--- src/rtl/quadrature_pkg.sv ---
// Shared direction encodings and the A/B transition decoder used by the
// quadrature decoder and its velocity estimator.
package quadrature_pkg;

  localparam logic DIR_FWD = 1'b1;
  localparam logic DIR_REV = 1'b0;

  typedef struct packed {
    logic step;
    logic dir;
    logic err;
  } ab_decode_t;

  // Gray-code walk 00->10->11->01->00 is forward; the reverse walk steps back;
  // a two-bit change in one sample cannot be attributed to either direction.
  function automatic ab_decode_t decode_ab(input logic [1:0] prev, input logic [1:0] cur);
    ab_decode_t d;
    d.step = 1'b0;
    d.dir  = DIR_FWD;
    d.err  = 1'b0;
    case ({prev, cur})
      4'b0010, 4'b1011, 4'b1101, 4'b0100: begin
        d.step = 1'b1;
        d.dir  = DIR_FWD;
      end
      4'b1000, 4'b1110, 4'b0111, 4'b0001: begin
        d.step = 1'b1;
        d.dir  = DIR_REV;
      end
      4'b0011, 4'b1100, 4'b0110, 4'b1001: begin
        d.err = 1'b1;
      end
      default: begin
        d.step = 1'b0;
      end
    endcase
    return d;
  endfunction

endpackage

--- src/rtl/quadrature_velocity.sv ---
// Windowed step counter: accumulates signed steps over 2^P clocks and
// publishes the saturated total once per window.
module quadrature_velocity
  import quadrature_pkg::*;
#(
  parameter int V = 16,
  parameter int P = 20
) (
  input  logic                clk,
  input  logic                rst_n,
  input  logic                step,
  input  logic                dir,
  output logic signed [V-1:0] velocity,
  output logic                velocity_valid
);

  localparam logic signed [V-1:0] ONE     = V'(1);
  localparam logic signed [V-1:0] ACC_MAX = {1'b0, {(V-1){1'b1}}};
  localparam logic signed [V-1:0] ACC_MIN = -ACC_MAX;

  logic [P-1:0]        win_cnt;
  logic signed [V-1:0] acc;
  logic                wrap;

  function automatic logic signed [V-1:0] step_value(input logic s, input logic d);
    if (!s) return '0;
    return (d == DIR_FWD) ? ONE : -ONE;
  endfunction

  // Symmetric clamp keeps the most negative code unused so +/- totals mirror.
  function automatic logic signed [V-1:0] sat_accumulate(input logic signed [V-1:0] a,
                                                         input logic s, input logic d);
    if (!s) return a;
    if (d == DIR_FWD) return (a >= ACC_MAX) ? ACC_MAX : a + ONE;
    return (a <= ACC_MIN) ? ACC_MIN : a - ONE;
  endfunction

  assign wrap = &win_cnt;

  always_ff @(posedge clk or negedge rst_n) begin
    if (!rst_n) begin
      win_cnt        <= '0;
      acc            <= '0;
      velocity       <= '0;
      velocity_valid <= 1'b0;
    end else begin
      win_cnt        <= win_cnt + P'(1);
      velocity_valid <= wrap;
      if (wrap) begin
        velocity <= acc;
        acc      <= step_value(step, dir);
      end else begin
        acc <= sat_accumulate(acc, step, dir);
      end
    end
  end

endmodule

--- src/rtl/quadrature_decoder.sv ---
// x4 quadrature decoder: samples A/B/Index, decodes Gray-code steps into a
// wrapping signed Position, flags illegal jumps and reports windowed velocity.
module quadrature_decoder
  import quadrature_pkg::*;
#(
  parameter int W             = 32,
  parameter int V             = 16,
  parameter int P             = 20,
  parameter bit ZERO_ON_INDEX = 1'b1
) (
  input  logic                Clk,
  input  logic                Reset,
  input  logic                A,
  input  logic                B,
  input  logic                Index,
  input  logic                Load,
  input  logic signed [W-1:0] Load_Value,
  input  logic                Error_Clear,
  output logic signed [W-1:0] Position,
  output logic                Direction,
  output logic                Step,
  output logic                Error,
  output logic signed [V-1:0] Velocity,
  output logic                Velocity_Valid
);

  localparam logic signed [W-1:0] POS_ONE = W'(1);

  logic [1:0]          ab_p0;
  logic [1:0]          ab_p1;
  logic                idx_p0;
  logic                idx_p1;
  logic                vld_p0;
  logic                vld_p1;
  ab_decode_t          dec;
  logic                step_p1;
  logic                err_p1;
  logic                idx_rise_p1;
  logic signed [W-1:0] delta;

  // Stage 0/1: sample register and previous-sample register. The valid bits
  // hold off decoding until both stages carry real post-reset samples.
  always_ff @(posedge Clk or negedge Reset) begin
    if (!Reset) begin
      ab_p0  <= 2'b00;
      idx_p0 <= 1'b0;
      vld_p0 <= 1'b0;
      ab_p1  <= 2'b00;
      idx_p1 <= 1'b0;
      vld_p1 <= 1'b0;
    end else begin
      ab_p0  <= {A, B};
      idx_p0 <= Index;
      vld_p0 <= 1'b1;
      ab_p1  <= ab_p0;
      idx_p1 <= idx_p0;
      vld_p1 <= vld_p0;
    end
  end

  // Decode: compare the newest sample against the previous one.
  always_comb begin
    dec         = decode_ab(ab_p1, ab_p0);
    step_p1     = vld_p1 && dec.step;
    err_p1      = vld_p1 && dec.err;
    idx_rise_p1 = vld_p1 && idx_p0 && !idx_p1;
    delta       = (dec.dir == DIR_FWD) ? POS_ONE : -POS_ONE;
  end

  // Stage 2: Position/Direction/Step/Error. Load outranks the index clear,
  // which outranks the step; Step and Direction still follow a masked step.
  always_ff @(posedge Clk or negedge Reset) begin
    if (!Reset) begin
      Position  <= '0;
      Direction <= 1'b0;
      Step      <= 1'b0;
      Error     <= 1'b0;
    end else begin
      Step <= step_p1;
      if (step_p1) begin
        Direction <= dec.dir;
      end
      if (Load) begin
        Position <= Load_Value;
      end else if (ZERO_ON_INDEX && idx_rise_p1) begin
        Position <= '0;
      end else if (step_p1) begin
        Position <= Position + delta;
      end
      if (err_p1) begin
        Error <= 1'b1;
      end else if (Error_Clear) begin
        Error <= 1'b0;
      end
    end
  end

  quadrature_velocity #(
    .V(V),
    .P(P)
  ) u_velocity (
    .clk           (Clk),
    .rst_n         (Reset),
    .step          (step_p1),
    .dir           (dec.dir),
    .velocity      (Velocity),
    .velocity_valid(Velocity_Valid)
  );

endmodule

--- config.mk ---
export PLATFORM = sky130hd
export DESIGN_NAME = quadrature_decoder
export DESIGN_NICKNAME = d
export VERILOG_FILES = /design/src/rtl/quadrature_pkg.sv /design/src/rtl/quadrature_velocity.sv /design/src/rtl/quadrature_decoder.sv
export SDC_FILE = /design/constraint.sdc
export NUM_CORES = 1
export LEC_CHECK = 0
export BUFFER_PORTS_ARGS = -buffer_cell sky130_fd_sc_hd__buf_2
export CAP_MARGIN = 30
export CORE_MARGIN = 2
export CORE_UTILIZATION = 45
export DETAILED_ROUTE_END_ITERATION = 7
export GPL_ROUTABILITY_DRIVEN = 0
export GPL_TIMING_DRIVEN = 0
export PLACE_DENSITY_LB_ADDON = 0.3
export SYNTH_ARGS = -nofsm -noshare
export SYNTH_HDL_FRONTEND = slang
export SYNTH_SLANG_ARGS = --single-unit
--- constraint.sdc ---
create_clock -name Clk -period 4 [get_ports Clk]
set_input_delay 0.8 -clock Clk [delete_from_list [all_inputs] [get_ports Clk]]
set_output_delay 0.8 -clock Clk [all_outputs]
set_load 0.005 [all_outputs]
* After elaboration in Yosys (flattened, before gate mapping)
Cells that the tools add are included.
Word-level totals: RAM bits 0, output and inout port bits 52, ROM bits 0, register bits after elaboration 96, memories 0, input port bits 39, latch bits 0
Operators by class: equality and inequality tests 12, add/sub/neg operators 4, bitwise gates (word level) 0, reductions and logical operators 11, multipliers 0, magnitude comparators 2, divide/modulo/power cells 0, shift-type cells 0, multiplexer cells 24
Operators by type and width (number):
- $mux 16 | 10
- $mux 32 | 4
- $add 32x32->32 | 1
- $eq 4x4->1 const B | 6
- $add 20x1->20 const B | 1
- $reduce_and 20->1 | 1
- $add 16x2->16 const B | 1
- $ge 16x16->1 const B | 1
- $le 16x16->1 const B | 1
- $sub 16x2->16 const B | 1
- $eq 4x3->1 const B | 3
- $mux 1 | 10
- $eq 4x2->1 const B | 2
- $reduce_or 4->1 | 2
- $reduce_or 8->1 | 1
- $eq 4x1->1 const B | 1
- $logic_and 1x1->1 | 4
- $reduce_bool 3->1 | 1
- $reduce_bool 2->1 | 1
- $logic_not 1->1 | 1

* Depth between registers and ports, before layout
Gate-level depths: netlist of run 1.
word-level depth 11, depth in mapped cells 14, depth with buffers taken out 12

* Cells and area by module
From an unflattened synthesis of run 1, not the netlist that was laid out.
Unflattened totals: cell total of the unflattened synthesis 784, area total of the unflattened synthesis 6522.5 µm²
Modules (own cells, without submodules):
- quadrature_decoder | area an instance 3517.1 µm², instances 1, cells an instance 437
- quadrature_velocity | area an instance 3005.4 µm², instances 1, cells an instance 347

* Worst setup path before layout of run 1
Ideal clock, no wire load.
path kind register to register, start reg ab_p0[1], end reg Position[21], slack 0.052 ns, clock period less this slack 3.948 ns, data arrival time 3.827 ns, buffers on the path 1, data required time 3.879 ns, stages on the path, launching flop included 14, path through dfrtp_1 > xnor2_1 > nand2_1 > clkinv_1 > clkbuf_1 > ha_1 > and2_1 > a221o_1 > a21oi_1 > o31ai_1 > a31o_2 > xnor2_1 > a21oi_1 > o22a_1
On the way: longest elaborated chain between the ends 7, elaborated cells on any way between the ends 18, those cells by class add/sub (1); eq/ne (8); mux (5); reduce/logical (4)
Ends and longest elaborated chain:
- start: declaration | RTL line quadrature_decoder.sv:29 | logic [1:0] ab_p0;
- start signal: assignment | RTL line quadrature_decoder.sv:52 | ab_p0 <= {A, B};
- $eq 4x4->1, or another cell as far along | RTL line quadrature_pkg.sv:21 | case ({prev, cur})
- $reduce_or 4->1 | RTL line quadrature_pkg.sv:21
- $mux 32 | RTL line quadrature_decoder.sv:67 | delta = (dec.dir == DIR_FWD) ? POS_ONE : -POS_ONE;
- $add 32x32->32 | RTL line quadrature_decoder.sv:88 | Position <= Position + delta;
- $mux 32 | RTL line quadrature_decoder.sv:87 | end else if (step_p1) begin
- $mux 32 | RTL line quadrature_decoder.sv:85 | end else if (ZERO_ON_INDEX && idx_rise_p1) begin
- $mux 32 | RTL line quadrature_decoder.sv:83 | if (Load) begin
- end signal: assignment | RTL line quadrature_decoder.sv:84 | Position <= Load_Value;
- end signal: assignment | RTL line quadrature_decoder.sv:88
- end: declaration | RTL line quadrature_decoder.sv:19 | output logic signed [W-1:0] Position,
Several ways; a longest one is shown, not always the timed one. The select of a mux whose other input is x is not followed. A chain may end at the register's enable or synchronous reset.

* Worst setup path after layout of run 1
start reg ab_p0[0], end reg Position[30]
The elaborated chain is that of the path after synthesis.

==> flow_summary.json, run 1 <==
{
  "synth_ff_type": "dfrtp_1",
  "routed_via_density": 5.805,
  "clkTransAtPathRegs_ns": 0.07,
  "fin_area_um2": 7488,
  "cp-end-kind": "flop",
  "yosysTopAreaCellShare": 0.3744,
  "die_h_um": 123.4,
  "drc": 0,
  "synth_nets": 851,
  "crit_arrival_ns": 3.90,
  "cts_sinks": 96,
  "drt_pass1_iterations": 5,
  "clock_path_buffers": 2,
  "crit_type": "reg -> reg",
  "yosysTopAreaCell": "dfrtp_1",
  "hold_viol": 0,
  "grt_max_degree": 52,
  "cp-endpoint": "Position[30]",
  "leakagePower_uw": 0.003560,
  "finalCriticalPeriod_ns": 3.653,
  "irDropWorstVdd_mv": 0.2429,
  "grt_overflow": 0,
  "fmax_mhz": 273.8,
  "synth_edf_count": 0,
  "critPathLaunch": "ab_p0[0]",
  "fin_setup_tns_ns": 0,
  "synth_area_um2": 6416,
  "first_global_vias": 5835,
  "synthToLayoutAreaGrowth_pct": 16.71,
  "reg2reg_to": "Position[30]",
  "worstPathCellList": "xor2_1 -> nand2_2 -> clkinvlp_4 -> clkbuf_4 -> buf_12 -> ha_1 -> nand2_1 -> a2111oi_1 -> nor2_1 -> o221ai_2 -> o21ai_1 -> a311oi_1 -> mux2i_1 -> nor3_1",
  "wire_per_inst_um": 16.72,
  "rsz0062_at_grt": "no",
  "cts_tree": "yes",
  "worstPathRequired_ns": 4.25,
  "worstSetupStartpointType": "flop",
  "synth_warnings": 0,
  "start_util": 0.4622,
  "r2r_setup_slack_ns": 0.35,
  "num_rows": 43,
  "antenna_found_initial": 1,
  "ff2ff_path_depth": 14,
  "synthArstFlopShare": 1.000,
  "grt_pass1_wl_mm": 29.06,
  "finish.utilization": 0.5395,
  "drive_gt1_frac": 0.1544,
  "synthCells": 770,
  "yosysSeqAreaShare": 0.3744,
  "finalSetupViolations": 0,
  "vias": 6159,
  "finalPower_uw": 3394,
  "clock_skew_ns": 0.01137,
  "fin_crit_sh": 0.9132,
  "drtAntennaViolNets": 0,
  "die_area_um2": 15230,
  "clk-insertion-delay-late_ns": 0.36,
  "grt_util_all_layers": 0.2443,
  "dieWidth_um": 123.4,
  "critPathSlowestCell": "dfrtp_1",
  "drt_iter0_drc": 451,
  "maxSlewHeadroom": 0.3736,
  "worst_slew_pin_slew_ns": 0.9324,
  "reg2reg_from": "ab_p0[0]",
  "root_buffer": "clkbuf_16",
  "portBuffers": 90,
  "cp_max_fo": 35,
  "nets": 957,
  "maxSlewViolCount": 0,
  "placed_area_um2": 7143,
  "cts_made_buffers": 9,
  "cap_viol_max_count": 0,
  "avgSynthCellArea_um2": 8.333,
  "min_path_type": "reg -> reg",
  "ctsHtreeMaxLevel": 3,
  "core_area_um2": 13880,
  "finalWirelength_mm": 17.74,
  "io-pin-count": 91,
  "n_fill_cell": 1337,
  "num_antenna_cells": 0,
  "synth.area.top_cells": "dfrtp_1 37%, ha_1 8.0%, a21oi_1 6.6%, nand2_1 6.5%, xnor2_1 5.2%",
  "max_stage_delay_ns": 0.42,
  "yosysUniqueCellTypes": 60,
  "power_density_nw_per_um2": 453.2,
  "postCtsHoldBufs": 0,
  "synth_seq_cells": 96,
  "status": "finished, final reports clean",
  "dp_hpwl_mm": 12.69
}
cell type report:
class	instances	area [um^2]	area share
Multi-Input combinational cell	611	3791	0.5063
Sequential cell	96	2402	0.3208
Timing Repair Buffer	95	523.0	0.06984
Clock buffer	10	239.0	0.03191
Tap cell	180	225.2	0.03008
Buffer	39	163.9	0.02189
Inverter	24	93.84	0.01253
Clock inverter	6	50.05	0.006683
worst min path at each step:
stage	from	to	slack (ns)	cells after the start
after global placement	vld_p0	vld_p1	0.33	0
final	vld_p0	vld_p1	0.36	0
after global routing	vld_p0	vld_p1	0.37	0
after CTS	vld_p0	vld_p1	0.37	0
after detailed placement	vld_p0	vld_p1	0.35	0
after floorplan	vld_p0	vld_p1	0.33	0
state kept, by name, summed over array words and instances, names as in the netlist, 2 cells and up:
signal / flops
u_velocity.acc: 16
Position: 32
u_velocity.velocity: 16
ab_p0: 2
ab_p1: 2
u_velocity.win_cnt: 20
power by group:
part           internal (uW)  switching [uW]
Sequential              1090             135
Combinational            517             786
Clock                    448             416
Total                   2060            1340
per-stage QoR:
stage / setup WS (ns) / cells / hold WS [ns]
floorplan: 0.05204 / 770 / 0.3312
global placement: -1.076 / 1040 / 0.3313
detailed placement: -0.02358 / 1042 / 0.3497
CTS: 0.05497 / 1058 / 0.3664
global route: 0.1113 / 1061 / 0.3683
finish: 0.3471 / 1061 / 0.3635
what timing repair did:
item,in CTS,in global routing
pin swaps,0,0
setup endpoints to repair,2,15
buffers inserted,0,3
resized for setup,1,7
gates cloned,0,0
cell families (layout without fill, tap and decap cells):
| kind of cell | count (synthesis) | after routing | share of synthesized area |
|---|---|---|---|
| and+or+nand+nor | 264 | 264 | 0.1882 |
| other | 1 | 1 | 0.0005845 |
| AOI/OAI and AO/OA | 249 | 249 | 0.2391 |
| muxes | 3 | 3 | 0.004680 |
| buffers and inverters | 63 | 174 | 0.03900 |
| adders and majority gates | 42 | 42 | 0.08307 |
| DFF | 96 | 96 | 0.3744 |
| xor gates and xnor gates | 52 | 52 | 0.07098 |
cell usage in the layout, fill, tap and decap left out, types with 5 or more instances in the layout:
cell type  count
nand4_1       15
a31oi_1        9
ha_1          41
o21bai_1       6
xor2_1        14
a21oi_1       85
nor3_1        13
nand3_1       24
a211oi_1       8
clkbuf_16      9
nor2_1        66
a21o_1        16
a32oi_1        7
and3_1        11
o21ai_0       61
inv_1         23
clkbuf_1      32
o21ai_1        6
o211ai_1       6
nand2_1      110
o221ai_1       5
buf_2         94
xnor2_1       38
dfrtp_1       96
cell usage after synthesis, drive strengths merged (3+ instances only):
library cell,number
o21a,3
nand3,24
and4,4
o22ai,4
dfrtp,96
a31oi,11
o211ai,6
a211oi,9
nor4,3
clkbuf,33
nor2,68
buf,6
mux2i,3
xnor2,38
ha,41
nand4,15
o21ai,68
nor3,13
or4,3
inv,23
xor2,14
a32oi,7
a22oi,4
o21bai,6
nand2,111
a21o,16
o31ai,4
a21oi,85
and3,11
a31o,3
nand3b,4
o221ai,6
routing by layer:
metal | share of wire | vias up | wire length, um | track usage
met5 | 0.00073 | - | 13 | 0
met1 | 0.47 | 2933 | 8350 | 0.3511
met4 | 0.020 | 2 | 352 | 0.09588
li1 | - | 2977 | - | -
met3 | 0.064 | 26 | 1133 | 0.03459
met2 | 0.44 | 221 | 7886 | 0.3712
worst max-delay path: cells and delay by family (launching register included):
family | cells | cell delay (ns)
buffers and inverters | 3 | 0.62
flip-flops | 1 | 0.42
AND/OR/NAND/NOR | 4 | 0.51
XOR/XNOR | 1 | 0.18
adder cells (fa/ha/maj) | 1 | 0.41
AO/OA/AOI/OAI | 4 | 1.11
multiplexers | 1 | 0.25
No activity file was read; power rests on OpenSTA's default activity.
==> run 2: changes to the inputs <==
- ABC_CLOCK_PERIOD_IN_PS: not set -> 2900
- clock period: 4 -> 2.9 ns (I/O delays scaled with it)
==> run 2 against run 1 <==
  * The run now ends with negative setup slack left
  * Utilization increased by 5.6 points
  * Sequential share of layout area fell by 3.0 points
  * Worst hold slack got worse by 0.22 ns
  * Clock skew down 0.0034 ns
  * Via count grew 4.0%
  * Sequential power is 40% higher
  * Count of clock-buffer cells in the layout increased by 1
  * Setup slack got worse by 0.48 ns
  * Largest cell class unchanged
  * Highest routed layer unchanged
==> flow_summary.json, run 2 (synthesis results as in run 1) <==
{
  "status": "complete, but fails checks",
  "violations": "negative setup slack",
  "finalSetupViolations": 9,
  "io-pin-count": 91,
  "vias": 6404,
  "core_area_um2": 13880,
  "worstPathCellList": "xor2_1 -> nand2_2 -> clkinv_4 -> clkbuf_16 -> ha_4 -> nand2_1 -> a2111oi_4 -> nor2_4 -> o221ai_4 -> o2111ai_2 -> a21oi_2 -> mux2i_1 -> a211oi_1",
  "cp_max_fo": 7,
  "cts_tree": "yes",
  "die_h_um": 123.4,
  "fin_ws_ns": -0.1323,
  "crit_type": "reg -> reg",
  "worstSetupStartpointType": "flop",
  "cap_viol_max_count": 0,
  "mostFrequentLayoutCell": "nand2_1",
  "ctsHtreeMaxLevel": 3,
  "routed_via_density": 5.935,
  "regMostFlops": "Position",
  "cts_made_buffers": 9,
  "finalWirelength_mm": 20.09,
  "worst_slew_pin_slew_ns": 0.7149,
  "fin_setup_tns_ns": -0.5938,
  "portBuffers": 90,
  "critPathSlowestCell": "dfrtp_1",
  "cp-end-kind": "flop",
  "dp_hpwl_mm": 12.79,
  "root_buffer": "clkbuf_16",
  "placed_area_um2": 7182,
  "power_density_nw_per_um2": 633.0,
  "reg2reg_from": "ab_p0[0]",
  "die_area_um2": 15230,
  "max_stage_delay_ns": 0.42,
  "rsz0062_at_grt": "yes",
  "nets": 975,
  "cts_sinks": 96,
  "fin_crit_sh": 1.046,
  "irDropWorstVdd_mv": 0.3716,
  "drive_gt1_frac": 0.2614,
  "dp_slack_ns": -0.5997,
  "wire_per_inst_um": 18.61,
  "finalCriticalPeriod_ns": 3.032,
  "fmax_mhz": 329.8,
  "first_global_vias": 5971,
  "num_antenna_cells": 0,
  "hold_slack_ns": 0.1425,
  "start_util": 0.4622,
  "final_cell_mix": "106 x nand2_1, 96 x dfrtp_1, 94 x buf_2, 68 x a21oi_1, 62 x nor2_1",
  "postCtsHoldBufs": 0,
  "maxSlewViolCount": 0,
  "largest_reg_flops": 32,
  "r2r_setup_slack_ns": -0.13,
  "clk-insertion-delay-late_ns": 0.36,
  "placedCellCount": 1041,
  "dieWidth_um": 123.4,
  "leakagePower_uw": 0.003740,
  "synthToLayoutAreaGrowth_pct": 28.86,
  "fin_area_um2": 8268,
  "grt_max_degree": 69,
  "clock_path_buffers": 2,
  "min_path_type": "in -> async",
  "drt_iter0_drc": 465,
  "reg2reg_to": "Position[28]",
  "grt_pass1_wl_mm": 30.88,
  "worstPathRequired_ns": 3.14,
  "path_buf_inv": 2,
  "num_rows": 43,
  "clock_skew_ns": 0.007917,
  "drt_pass1_iterations": 5,
  "n_fill_cell": 1240,
  "ff2ff_path_depth": 13,
  "final_cell_count_no_fill": 1079,
  "grt_overflow": 0,
  "crit_arrival_ns": 3.27,
  "critPathTopFamily": "compound AO/OA/AOI/OAI gates",
  "drc": 0,
  "maxSlewHeadroom": 0.5234,
  "grt_util_all_layers": 0.2624,
  "top_regs": "Position: 32 flops, u_velocity.win_cnt: 20 flops",
  "clkTransAtPathRegs_ns": 0.07,
  "antenna_found_initial": 2,
  "drtAntennaViolNets": 0,
  "hold_viol": 0
}
## run 2: cell count changes in the layout (fill, tap and decap cells not counted), moves of 5 or more
cell	previous run	this run
ha_1	41	21
buf_4	4	23
a21oi_1	85	68
ha_4	0	17
a21oi_2	0	15
o21ai_0	61	46
o21ai_2	1	9
o21ai_1	6	13
a211oi_1	8	3
a211oi_2	1	6
clkbuf_1	32	27
## run 2: stage by stage
step | utilization | power (uW)
after floorplan | - | 2961
after global placement | 0.5152 | 3452
after detailed placement | 0.5174 | 3483
after CTS | 0.5746 | 4969
after global routing | 0.5956 | 5518
final | 0.5956 | 5234
## run 2: what timing repair did
item | in CTS | in global routing
pin swaps | 20 | 35
hold endpoints to repair | 0 | 0
buffers inserted | 14 | 9
endpoints found under the setup margin | 35 | 37
cloned | 4 | 0
resized for setup | 60 | 59
## run 2: final cells by class
cell class                      instances  area (um^2)  share of cell area
Clock inverter                          5        63.81            0.007718
Sequential cell                        96         2402              0.2906
Clock buffer                           11        232.7             0.02815
Buffer                                 34        175.2             0.02119
Timing Repair Buffer                  118        735.7             0.08898
Tap cell                              180        225.2             0.02724
Multi-Input combinational cell        611         4338              0.5247
Inverter                               24        95.09             0.01150
## run 2: worst max path at each step
stage	from	end	slack (ns)	cells after the start
after floorplan	ab_p0[0]	Position[30]	0.01	13
after global placement	ab_p0[0]	Position[29]	-0.61	13
after detailed placement	ab_p0[0]	Position[29]	-0.60	13
after CTS	ab_p0[0]	Position[28]	-0.08	13
after global routing	ab_p0[0]	Position[30]	-0.24	13
final	ab_p0[0]	Position[28]	-0.13	13
## run 2: metal layers
layer  part of all wire  track usage  wire, um
met1               0.44       0.3624      8810
met2               0.46       0.4038      9195
met3              0.067      0.04290      1343
met4              0.035       0.1186       709
met5             0.0012            0        25
## run 2: report_power, final
group          total [uW]  switching [uW]  internal [uW]
sequential           1720             218           1510
combinational        2260            1300            966
clock                1250             569            680
